`config.mk`:
```
export PLATFORM = sky130hd
export DESIGN_NAME = busm
export DESIGN_NICKNAME = d
export VERILOG_FILES = /design/src/rtl/busm.sv
export SDC_FILE = /design/constraint.sdc
export NUM_CORES = 1
export LEC_CHECK = 0
export ABC_AREA = 0
export CORE_ASPECT_RATIO = 0.7
export CORE_MARGIN = 3
export CORE_UTILIZATION = 45
export DETAILED_ROUTE_END_ITERATION = 8
export DONT_BUFFER_PORTS = 1
export PLACE_DENSITY_LB_ADDON = 0.1
export SLEW_MARGIN = 20
export SYNTH_ARGS = -nofsm -noshare
export SYNTH_HDL_FRONTEND = slang
export SYNTH_SLANG_ARGS = --single-unit
```
`constraint.sdc`:
```
create_clock -name busm_clk -period 3.5 [get_ports busm_clk]
set_input_delay 0.35 -clock busm_clk [delete_from_list [all_inputs] [get_ports busm_clk]]
set_output_delay 0.35 -clock busm_clk [all_outputs]
set_load 0.02 [all_outputs]
```
`src/rtl/busm.sv`:
```
// busm: memc initiator FSM that turns single core requests into one memc strobe each.
// Optional memc_busy watchdog is built when BUSM_TIMEOUT_EN is defined.

module busm #(
  parameter int DATA_WIDTH = 8,
  parameter int ADDR_WIDTH = 16,
  parameter int RD_LATENCY = 2,
  parameter int TIMEOUT    = 255
) (
  input  logic                  busm_clk,
  input  logic                  busm_reset,
  input  logic                  core_req,
  input  logic                  core_we,
  input  logic [ADDR_WIDTH-1:0] core_addr,
  input  logic [DATA_WIDTH-1:0] core_wdata,
  output logic                  core_ready,
  output logic                  core_ack,
  output logic [DATA_WIDTH-1:0] core_rdata,
  output logic                  core_err,
  output logic                  memc_read_enable,
  output logic                  memc_write_enable,
  output logic [ADDR_WIDTH-1:0] memc_addr,
  output logic [DATA_WIDTH-1:0] memc_write_data,
  input  logic [DATA_WIDTH-1:0] memc_read_data,
  input  logic                  memc_busy
);

  typedef enum logic [2:0] {INIT, IDLE, ISSUE, RD_WAIT, ACK, ERROR} state_e;

  localparam logic [2:0] RD_LAST = 3'(RD_LATENCY);

  state_e                state_q;
  logic                  we_q;
  logic [ADDR_WIDTH-1:0] addr_q;
  logic [DATA_WIDTH-1:0] wdata_q;
  logic [DATA_WIDTH-1:0] rdata_q;
  logic [2:0]            lat_q;
  logic                  issue_go;
  logic                  tmo_hit;

  // Strobes are gated by the live memc_busy so a busy cycle never carries a strobe.
  assign issue_go = (state_q == ISSUE) && !memc_busy;

`ifdef BUSM_TIMEOUT_EN
  localparam logic [7:0] TMO_LAST = 8'(TIMEOUT - 1);

  logic [7:0] tmo_q;

  assign tmo_hit  = memc_busy && (tmo_q == TMO_LAST);
  assign core_err = (state_q == ERROR);

  always_ff @(posedge busm_clk or negedge busm_reset) begin
    if (!busm_reset) begin
      tmo_q <= '0;
    end else if ((state_q == IDLE) && core_req) begin
      tmo_q <= '0;
    end else if (((state_q == INIT) || (state_q == ISSUE)) && memc_busy) begin
      tmo_q <= tmo_q + 8'd1;
    end
  end
`else
  assign tmo_hit  = 1'b0;
  assign core_err = 1'b0;
`endif

  always_ff @(posedge busm_clk or negedge busm_reset) begin
    if (!busm_reset) begin
      state_q <= INIT;
      we_q    <= 1'b0;
      addr_q  <= '0;
      wdata_q <= '0;
      rdata_q <= '0;
      lat_q   <= '0;
    end else begin
      case (state_q)
        INIT: begin
          if (!memc_busy)   state_q <= IDLE;
          else if (tmo_hit) state_q <= ERROR;
        end
        IDLE: begin
          if (core_req) begin
            we_q    <= core_we;
            addr_q  <= core_addr;
            wdata_q <= core_wdata;
            state_q <= ISSUE;
          end
        end
        ISSUE: begin
          if (!memc_busy) begin
            if (we_q) begin
              state_q <= ACK;
            end else begin
              lat_q   <= 3'd1;
              state_q <= RD_WAIT;
            end
          end else if (tmo_hit) begin
            state_q <= ERROR;
          end
        end
        RD_WAIT: begin
          // lat_q counts cycles since the issue cycle; data is valid at issue+RD_LATENCY.
          if (lat_q == RD_LAST) begin
            rdata_q <= memc_read_data;
            state_q <= ACK;
          end else begin
            lat_q <= lat_q + 3'd1;
          end
        end
        ACK:     state_q <= IDLE;
        ERROR:   state_q <= ERROR;
        default: state_q <= INIT;
      endcase
    end
  end

  assign core_ready        = (state_q == IDLE);
  assign core_ack          = (state_q == ACK);
  assign core_rdata        = rdata_q;
  assign memc_addr         = addr_q;
  assign memc_write_data   = wdata_q;
  assign memc_read_enable  = issue_go && !we_q;
  assign memc_write_enable = issue_go && we_q;

endmodule

```
==> results.rst <==
.. list-table::
   :header-rows: 1

   * - Metric
     - Value
   * - Syn Nets
     - 157
   * - Vias
     - 913
   * - Hold bufs inserted after CTS
     - 2
   * - Number of clock sinks seen by CTS
     - 39
   * - Peak ir drop on the vdd network
     - 0.514 mV
   * - Number of gates resized after CTS
     - 0
   * - Data arrival at the endpoint of the critical path
     - 1.54 ns
   * - Setup repair after global routing missed its margin
     - no
   * - Maximum number of pins on one net before global-route repair
     - 40
   * - Buffers inserted during post-CTS setup optimization
     - 0
   * - Critical path class
     - reg -> out
   * - Vias in the first global route
     - 986
   * - IO Count
     - 74
   * - IO buf count
     - 0
   * - Overall die area
     - 0.00478 mm^2
   * - Area fraction of the dominant cell type after synthesis
     - 0.545
   * - Antenna violations before repair
     - 0
   * - Worst path required time
     - 3.15 ns
   * - Cell taking the most area after synthesis
     - sky130_fd_sc_hd__dfrtp_1
   * - Sum Neg Setup Slack
     - 0 ns
   * - Post-synthesis register bit count
     - 39
   * - Total track usage
     - 0.139
   * - Flop-to-flop setup slack
     - 1.73 ns
   * - Slew HR
     - 0.580
   * - Share of the cycle needed by the critical path after routing
     - 0.540
   * - Count of nets left with antenna violations after detail routing
     - 0
   * - Max FO, Critical Path
     - 10
   * - Max capacitance violation total
     - 0
   * - Mean Syn Cell Area
     - 15.2 um^2
   * - Endpoint of the worst-slack reg-to-reg timing path
     - memc_addr[14]
   * - Worst hold slack across all endpoints
     - 0.209 ns
   * - Number of design rule violations left after detail routing
     - 0
   * - Fraction of the yosys area taken by sequential cells
     - 0.545
   * - Gp weighted congestion
     - 0.690
   * - Launching instance or port of the critical path
     - state_q[2]
   * - Die height
     - 58.8 um
   * - Areal power density over the cells
     - 1060 mW/mm^2
   * - Final Setup Violations
     - 0
   * - Routed length per instance
     - 18.1 um
   * - Worst-case clock buffer depth
     - 2
   * - CTS clk-pin slew, worst paths
     - 0.07 ns
   * - Post-synthesis instance area
     - 0.00179 mm^2
   * - Achievable frequency
     - 529 MHz
   * - Sort of element at the end of the critical path
     - primary output
   * - ANT cells
     - 0
   * - Clock root buffer
     - sky130_fd_sc_hd__clkbuf_8
   * - Leakage Power
     - 0.000856 uW
   * - Measured slew at the worst slew-check pin
     - 0.626 ns
   * - Clock tree from TritonCTS
     - yes
   * - Layout Skew
     - 0.00326 ns
   * - Die width
     - 81.4 um
   * - Area of the core
     - 0.00367 mm^2
   * - Number of cells produced by synthesis
     - 118
   * - Total overflow reported by the global router
     - 0
   * - Number of buffers created by CTS
     - 5
   * - Final critical path time including I/O delays and setup
     - 1.89 ns
   * - Count of final max-slew check failures
     - 0
   * - Netlist cell types
     - 32
   * - Last element of the critical path
     - core_ack
   * - Hold path startpoint
     - core_addr[1]
   * - Cell count of the worst reg-to-reg path
     - 3
   * - Rows
     - 18
   * - Area overhead of the layout relative to synthesis
     - 6.43%
   * - Startpoint of the most critical register-to-register path
     - state_q[0]
   * - H-tree Lvls
     - 2
   * - Starting DRT DRC Count
     - 56
   * - Final hold vios
     - 0
   * - Final nets
     - 160
   * - Share of final-layout standard cells stronger than drive strength 1
     - 0.369
   * - Skew-Pair Late Insertion Delay
     - 0.28 ns
   * - Global-route wire length before repair
     - 4930 um
   * - Hold WC Path Type
     - in -> reg
   * - Post-Route WL
     - 3110 um
   * - Cells taking the most area after synthesis
     - sky130_fd_sc_hd__dfrtp_1 (55%), sky130_fd_sc_hd__mux2_4 (15%), sky130_fd_sc_hd__mux2_2 (8.8%)
   * - Via density per instance
     - 5.31
   * - HPWL Detailed
     - 2240 um
   * - Starting utilization of the core area
     - 0.487
   * - Startpoint type of the worst setup path
     - register
   * - Detailed Routing Iterations Pass 1
     - 4
   * - Result of the run
     - completed
   * - Number of warning messages in the yosys log
     - 0
==> layout make-up <==
class,count,area (um^2)
Clock buffer,8,100
Inverter,4,15.0
Fill cell,311,1770
Multi-Input combinational cell,68,713
Sequential cell,39,976
Timing Repair Buffer,3,37.5
Tap cell,50,62.6
==> kinds of logic after synthesis <==
kind of cell / count (synthesis) / share of synthesized area
flops: 39 / 0.545
mux: 32 / 0.239
other cells: 1 / 0.00210
simple gates: 21 / 0.0993
fa+ha+maj: 2 / 0.0140
buf+inv: 11 / 0.0559
compound gates: 12 / 0.0441
==> cells in the final DEF (no fill, tap or decap), types with 2 or more instances in the layout <==
cell type / instances
sky130_fd_sc_hd__mux2_4: 18
sky130_fd_sc_hd__clkbuf_8: 7
sky130_fd_sc_hd__inv_1: 4
sky130_fd_sc_hd__and3_1: 2
sky130_fd_sc_hd__dfrtp_1: 39
sky130_fd_sc_hd__o21ai_0: 3
sky130_fd_sc_hd__and2_1: 2
sky130_fd_sc_hd__mux2_2: 14
sky130_fd_sc_hd__ha_1: 2
sky130_fd_sc_hd__and3b_1: 2
sky130_fd_sc_hd__a21oi_1: 2
sky130_fd_sc_hd__nor3b_1: 2
sky130_fd_sc_hd__nand2_1: 3
sky130_fd_sc_hd__nand2b_1: 2
==> sequential cells by signal, summed over array words and instances (netlist names) <==
| signal | flops |
|---|---|
| state_q | 3 |
| we_q | 1 |
| memc_addr | 16 |
| memc_write_data | 8 |
| core_rdata | 8 |
| lat_q | 3 |
==> Yosys cell counts <==
library cell                count
sky130_fd_sc_hd__dfrtp_1       39
sky130_fd_sc_hd__mux2_4        18
sky130_fd_sc_hd__mux2_2        14
sky130_fd_sc_hd__inv_1          4
sky130_fd_sc_hd__buf_4          3
sky130_fd_sc_hd__nand2_1        3
sky130_fd_sc_hd__o21ai_0        3
sky130_fd_sc_hd__a21oi_1        2
sky130_fd_sc_hd__and2_1         2
sky130_fd_sc_hd__and3_1         2
sky130_fd_sc_hd__and3b_1        2
sky130_fd_sc_hd__buf_12         2
sky130_fd_sc_hd__buf_6          2
sky130_fd_sc_hd__ha_1           2
sky130_fd_sc_hd__nand2b_1       2
sky130_fd_sc_hd__nor3b_1        2
sky130_fd_sc_hd__a211o_1        1
sky130_fd_sc_hd__a21o_1         1
sky130_fd_sc_hd__a22oi_1        1
sky130_fd_sc_hd__a31oi_1        1
sky130_fd_sc_hd__conb_1         1
sky130_fd_sc_hd__nand3b_1       1
sky130_fd_sc_hd__nand3b_2       1
sky130_fd_sc_hd__nor2_1         1
sky130_fd_sc_hd__nor2_4         1
sky130_fd_sc_hd__nor3_1         1
sky130_fd_sc_hd__nor4b_1        1
sky130_fd_sc_hd__nor4b_4        1
sky130_fd_sc_hd__nor4bb_4       1
sky130_fd_sc_hd__o22ai_1        1
sky130_fd_sc_hd__o2bb2ai_1      1
sky130_fd_sc_hd__o31a_1         1
==> worst min-delay path by stage <==
| stage | slack [ns] | to | cells after the start |
|---|---|---|---|
| 2_1_floorplan | 0.05 | core_rdata[0] | 0 |
| 3_3_place_gp | 0.06 | memc_addr[4] | 0 |
| 3_5_place_dp | 0.06 | state_q[1] | 0 |
| 4_1_cts | 0.20 | memc_addr[1] | 1 |
| 5_1_grt | 0.19 | memc_addr[3] | 1 |
| 6_report | 0.21 | memc_addr[1] | 1 |
==> stage by stage <==
step,area [um^2],cells,utilization,total power [uW],worst slack (ns)
5_1_grt,1900,172,0.519,2150,1.53
4_1_cts,1900,172,0.519,2050,1.59
3_5_place_dp,1770,162,0.483,1710,1.74
3_3_place_gp,1770,162,0.483,1680,1.78
2_1_floorplan,1790,118,-,1640,2.01
6_report,1900,172,0.519,2030,1.61
==> where the power goes <==
group	internal (uW)	switching (uW)	leakage (uW)	total, uW
Combinational	367	221	0.000334	588
Sequential	676	437	0.000471	1110
Clock	180	145	0.0000515	325
Total	1220	803	0.000856	2030
==> worst max-delay path, stage by stage, from the launching register on <==
cell	delay [ns]
sky130_fd_sc_hd__dfrtp_1	0.56
sky130_fd_sc_hd__inv_1	0.14
sky130_fd_sc_hd__nor3_1	0.56
==> layer usage <==
| layer | global-route usage | vias up | wire length [um] |
|---|---|---|---|
| li1 | - | 413 | - |
| met1 | 0.171 | 453 | 1340 |
| met2 | 0.211 | 43 | 1440 |
| met3 | 0.0657 | 4 | 299 |
| met4 | 0.0578 | 0 | 35 |
| met5 | 0 | - | 0 |
No activity file was read; power rests on OpenSTA's default activity.
